**src/rtl/instruction_fetch.sv**
```systemverilog
// Fetch sequencer: one outstanding read at PC, holds the instruction for decode under valid/ready,
// applies absolute/relative redirects with a one-cycle settle; optional FETCH_COUNT_EN delivered-instruction counter.
module instruction_fetch #(
    parameter logic [7:0] INC_STEP   = 8'h01,
    parameter int         DATA_WIDTH = 16
) (
    input  logic                  Clock,
    input  logic                  Reset,
    input  logic [15:0]           PC,
    output logic                  PcIncrement,
    output logic [7:0]            PcIn,
    output logic [15:0]           PcImm,
    output logic                  PcWriteEnable,
    output logic                  MemReq,
    output logic [15:0]           MemAddr,
    input  logic                  MemAck,
    input  logic [DATA_WIDTH-1:0] MemData,
    output logic [DATA_WIDTH-1:0] InstrOut,
    output logic                  InstrValid,
    input  logic                  InstrReady,
    input  logic                  BranchTaken,
    input  logic [7:0]            BranchDisp,
    input  logic                  Redirect,
    input  logic [15:0]           RedirectTarget,
    output logic [15:0]           FetchCount
);

    typedef enum logic [1:0] {
        FETCH  = 2'd0,
        HOLD   = 2'd1,
        SETTLE = 2'd2
    } state_t;

    state_t                state_q, state_d;
    logic [DATA_WIDTH-1:0] instr_q, instr_d;
    logic                  valid_q, valid_d;

    always_ff @(posedge Clock) begin
        if (!Reset) begin
            state_q <= FETCH;
            instr_q <= '0;
            valid_q <= 1'b0;
        end else begin
            state_q <= state_d;
            instr_q <= instr_d;
            valid_q <= valid_d;
        end
    end

    // Redirects win over everything, including an ack arriving in the same cycle.
    always_comb begin
        state_d       = state_q;
        instr_d       = instr_q;
        valid_d       = valid_q;
        PcIncrement   = 1'b0;
        PcIn          = 8'h00;
        PcImm         = 16'h0000;
        PcWriteEnable = 1'b0;
        if (Reset) begin
            if (Redirect) begin
                PcWriteEnable = 1'b1;
                PcImm         = RedirectTarget;
                valid_d       = 1'b0;
                state_d       = SETTLE;
            end else if (BranchTaken) begin
                PcIncrement = 1'b1;
                PcIn        = BranchDisp;
                valid_d     = 1'b0;
                state_d     = SETTLE;
            end else begin
                case (state_q)
                    FETCH: begin
                        if (MemAck) begin
                            instr_d     = MemData;
                            valid_d     = 1'b1;
                            state_d     = HOLD;
                            PcIncrement = 1'b1;
                            PcIn        = INC_STEP;
                        end
                    end
                    HOLD: begin
                        if (InstrReady) begin
                            valid_d = 1'b0;
                            state_d = FETCH;
                        end
                    end
                    SETTLE:  state_d = FETCH;
                    default: state_d = FETCH;
                endcase
            end
        end
    end

    assign MemReq     = Reset && (state_q == FETCH);
    assign MemAddr    = PC;
    assign InstrOut   = instr_q;
    assign InstrValid = valid_q;

`ifdef FETCH_COUNT_EN
    logic [15:0] count_q, count_d;

    always_comb begin
        count_d = count_q;
        if (valid_q && InstrReady && !Redirect && !BranchTaken) begin
            count_d = count_q + 16'd1;
        end
    end

    always_ff @(posedge Clock) begin
        if (!Reset) begin
            count_q <= 16'h0000;
        end else begin
            count_q <= count_d;
        end
    end

    assign FetchCount = count_q;
`else
    assign FetchCount = 16'h0000;
`endif

endmodule

```
**config.mk**
```make
export PLATFORM = sky130hd
export DESIGN_NAME = instruction_fetch
export DESIGN_NICKNAME = d
export VERILOG_FILES = /design/src/rtl/instruction_fetch.sv
export SDC_FILE = /design/constraint.sdc
export NUM_CORES = 1
export LEC_CHECK = 0
export CORE_MARGIN = 8
export CORE_UTILIZATION = 28
export DETAILED_ROUTE_END_ITERATION = 12
export HOLD_SLACK_MARGIN = 0.02
export MAX_ROUTING_LAYER = met4
export PLACE_DENSITY = 0.82
export SLEW_MARGIN = 40
export SYNTH_ARGS = -nofsm -noshare
export SYNTH_HDL_FRONTEND = slang
export SYNTH_SLANG_ARGS = --single-unit
```
**constraint.sdc**
```tcl
create_clock -name Clock -period 2.2 [get_ports Clock]
set_clock_uncertainty 0.05 [all_clocks]
set_input_delay 0.66 -clock Clock [delete_from_list [all_inputs] [get_ports Clock]]
set_output_delay 0.66 -clock Clock [all_outputs]
set_load 0.005 [all_outputs]
```
==> results.py <==
metrics = {
    "outcome": {
        "status": "finished, final reports clean",
    },
    "global_routing": {
        "grt_pass1_vias": 1229,
        "grt-ovfl-total": 0,
        "grt_max_degree": 29,
        "grt_usage": 0.1152,
        "antenna_found_initial": 0,
        "grt_pass1_wl_um": 6009,
    },
    "clock_tree": {
        "cts_buffers": 3,
        "cts_root_buf": "clkbuf_8",
        "cts_buffer_depth": 2,
        "cts_sinks": 19,
        "htree_num_levels": 1,
        "tritoncts": "yes",
        "insertion_delay_ns": 0.25,
        "clk_pin_slew_ns": 0.07,
    },
    "synth": {
        "synth_common_cells": "33 x nand2_1, 32 x buf_4, 19 x dfxtp_1",
        "synth_cell_types": 20,
        "muxShareOfSynthArea": 0.1378,
        "post-synth-top-area-cell": "dfxtp_1",
        "async_flop_share": 0,
        "synthCells": 153,
        "synth-compound-area-share": 0.02026,
        "ys_seq_area_frac": 0.3080,
        "synthAdderAreaFrac": 0,
        "synth-xor-area-share": 0,
        "yosysMostFrequentCell": "nand2_1",
        "ys_ff_latch": 19,
        "synth_edf_count": 0,
        "avgSynthCellArea_um2": 8.071,
        "yosysWarnings": 0,
        "synth-simple-area-share": 0.2806,
        "synth.area.top_cells": "dfxtp_1 31%, buf_4 19%, mux2i_1 14%, nand2_1 10%, and3_1 8.1%",
        "synth_top_area_frac": 0.3080,
        "syn-cell-area_mm2": 0.001235,
        "ys.flop_type": "dfxtp_1",
        "synth_top_family_by_area": "simple AND/OR/NAND/NOR gates",
    },
    "worst_setup_path": {
        "endpoint_kind": "output pin",
        "path_cells": "clkdlybuf4s50_1 -> and3_1 -> clkdlybuf4s15_1",
        "slowest_stage": "clkdlybuf4s50_1",
        "critPathMaxFanout": 1,
        "slowest_delay_ns": 0.44,
        "required_ns": 1.49,
        "path_buf_inv": 2,
        "crit_type": "input port to output pin",
        "start_kind": "input port",
        "cp-startpoint": "RedirectTarget[12]",
        "r2r_start": "state_q[0]",
        "critical_path_arrival_ns": 1.46,
        "cp_top_family": "buffers and inverters",
    },
    "hold_path": {
        "hold_path.class": "register to register",
        "min-delay-start": "InstrOut[4]",
    },
    "timing": {
        "finalSetupViolations": 0,
        "period_share": 0.9872,
        "drv_slew": 0,
        "finalSetupTns_ns": 0,
        "period_needed_ns": 2.172,
        "hold_viol_final": 0,
        "fmaxAchievable_ghz": 0.4604,
    },
    "cells_and_area": {
        "area_delta_synth_final_pct": 71.43,
        "drive_gt1_frac": 0.2119,
        "multi_input_area_um2": 634.4,
        "design_area_mm2": 0.002117,
        "seq_area_um2": 380.4,
        "diodes": 0,
        "stdcell_count": 288,
        "num-fill-cells": 417,
        "post-route-util": 0.4930,
        "nets": 299,
    },
    "power_and_ir_drop": {
        "clkPwrFrac": 0.287,
        "leakage_nw": 0.9589,
        "switching_share": 0.2370,
        "p_per_area_mw_per_mm2": 394.4,
        "cellInternalPower_w": 0.0006370,
        "total_power_w": 0.0008349,
        "vdd_drop_max_uv": 312.6,
        "combPwrFrac": 0.281,
        "switchingPower_w": 0.0001979,
        "power_frac_seq": 0.432,
    },
    "routing": {
        "drt_iter0_drc": 20,
        "ant_nets": 0,
        "first_pass_iters": 3,
        "routed_wl_um": 3928,
        "routed_via_density": 4.212,
        "vias": 1213,
        "avgRoutedWirePerCell_um": 13.64,
        "drc_errors": 0,
    },
    "place": {
        "dp_hpwl_um": 3100,
        "io_buffers": 89,
        "dp.cells": 278,
        "gp_congestion": 0.7103,
        "post_dp_cell_area_mm2": 0.002047,
    },
    "floorplanning": {
        "dieArea_mm2": 0.006791,
        "initial_core_util": 0.2876,
        "fp.coreArea_mm2": 0.004294,
        "die_w_um": 82.41,
        "die_y_um": 82.41,
        "rows": 24,
        "pin_count": 138,
    },
    "flow_run": {
        "drv_cap": 0,
    },
}
-- power by group through the flow --
stage | clock [W] | combinational, W | sequential (W)
2_1_floorplan | 0 | 0.000114 | 0.000368
3_3_place_gp | 0 | 0.000225 | 0.000367
3_5_place_dp | 0 | 0.000227 | 0.000368
4_1_cts | 0.000256 | 0.000235 | 0.000360
5_1_grt | 0.000271 | 0.000255 | 0.000362
6_report | 0.000240 | 0.000234 | 0.000361
-- per-stage QoR --
stage / hold WS, ns / setup WS (ns)
2_1_floorplan: 0.4011 / 0.1241
3_3_place_gp: 0.3911 / -0.6802
3_5_place_dp: 0.3960 / -0.7004
4_1_cts: 0.4107 / 0.0007457
5_1_grt: 0.4292 / -0.01459
6_report: 0.4068 / 0.02817
-- sequential cells by signal, summed over array words and instances, names as in the netlist --
register,count
InstrOut,16
InstrValid,1
state_q,2
-- routing by layer --
metal / vias to the layer above / part of all wire / global-route usage
met4: 0 / 0.014 / 0.03860
met3: 11 / 0.14 / 0.04113
met1: 529 / 0.35 / 0.1110
met5: - / 0 / -
met2: 63 / 0.49 / 0.2083
li1: 610 / - / -
-- cell families after synthesis --
| group | count (synthesis) |
|---|---|
| simple gates | 68 |
| buf+inv | 44 |
| flops | 19 |
| mux | 17 |
| compound gates | 4 |
| other cells | 1 |
-- tightest hold or removal path: cells and delay by family, from the launching register on --
family	cells	cell delay, ns
flops	1	0.31
mux	1	0.05
simple gates	1	0.05
-- cell usage in the layout (no fill, tap or decap), drive strengths merged, types with 3 or more instances in the layout --
cell type	instances
and2	8
conb	16
clkdlybuf4s50	58
buf	21
mux2i	17
nor2	4
and3	16
clkbuf	19
dfxtp	19
nor3b	3
nand2	33
clkdlybuf4s15	9
-- final timing paths --
path,depth (start not counted),slack (ns),end
setup reg to reg,8,0.49,InstrOut[3]
hold reg to reg,2,0.41,InstrOut[4]
setup / recovery,3,0.03,PcImm[12]
hold / removal,2,0.41,InstrOut[4]
-- repair_timing --
action                     CTS  global route
buffers inserted             5             1
cloned                       1             0
pin swaps                    1             0
resized for setup           75            28
setup endpoints to repair   27            23
hold buffers                 0             0
-- layout make-up --
type,instances,area share
Sequential cell,19,0.1797
Timing Repair Buffer,106,0.4651
Inverter,2,0.003546
Multi-Input combinational cell,105,0.2996
Tap cell,52,0.03073
Clock buffer,4,0.02128
Power figures use the tool's default switching activity.
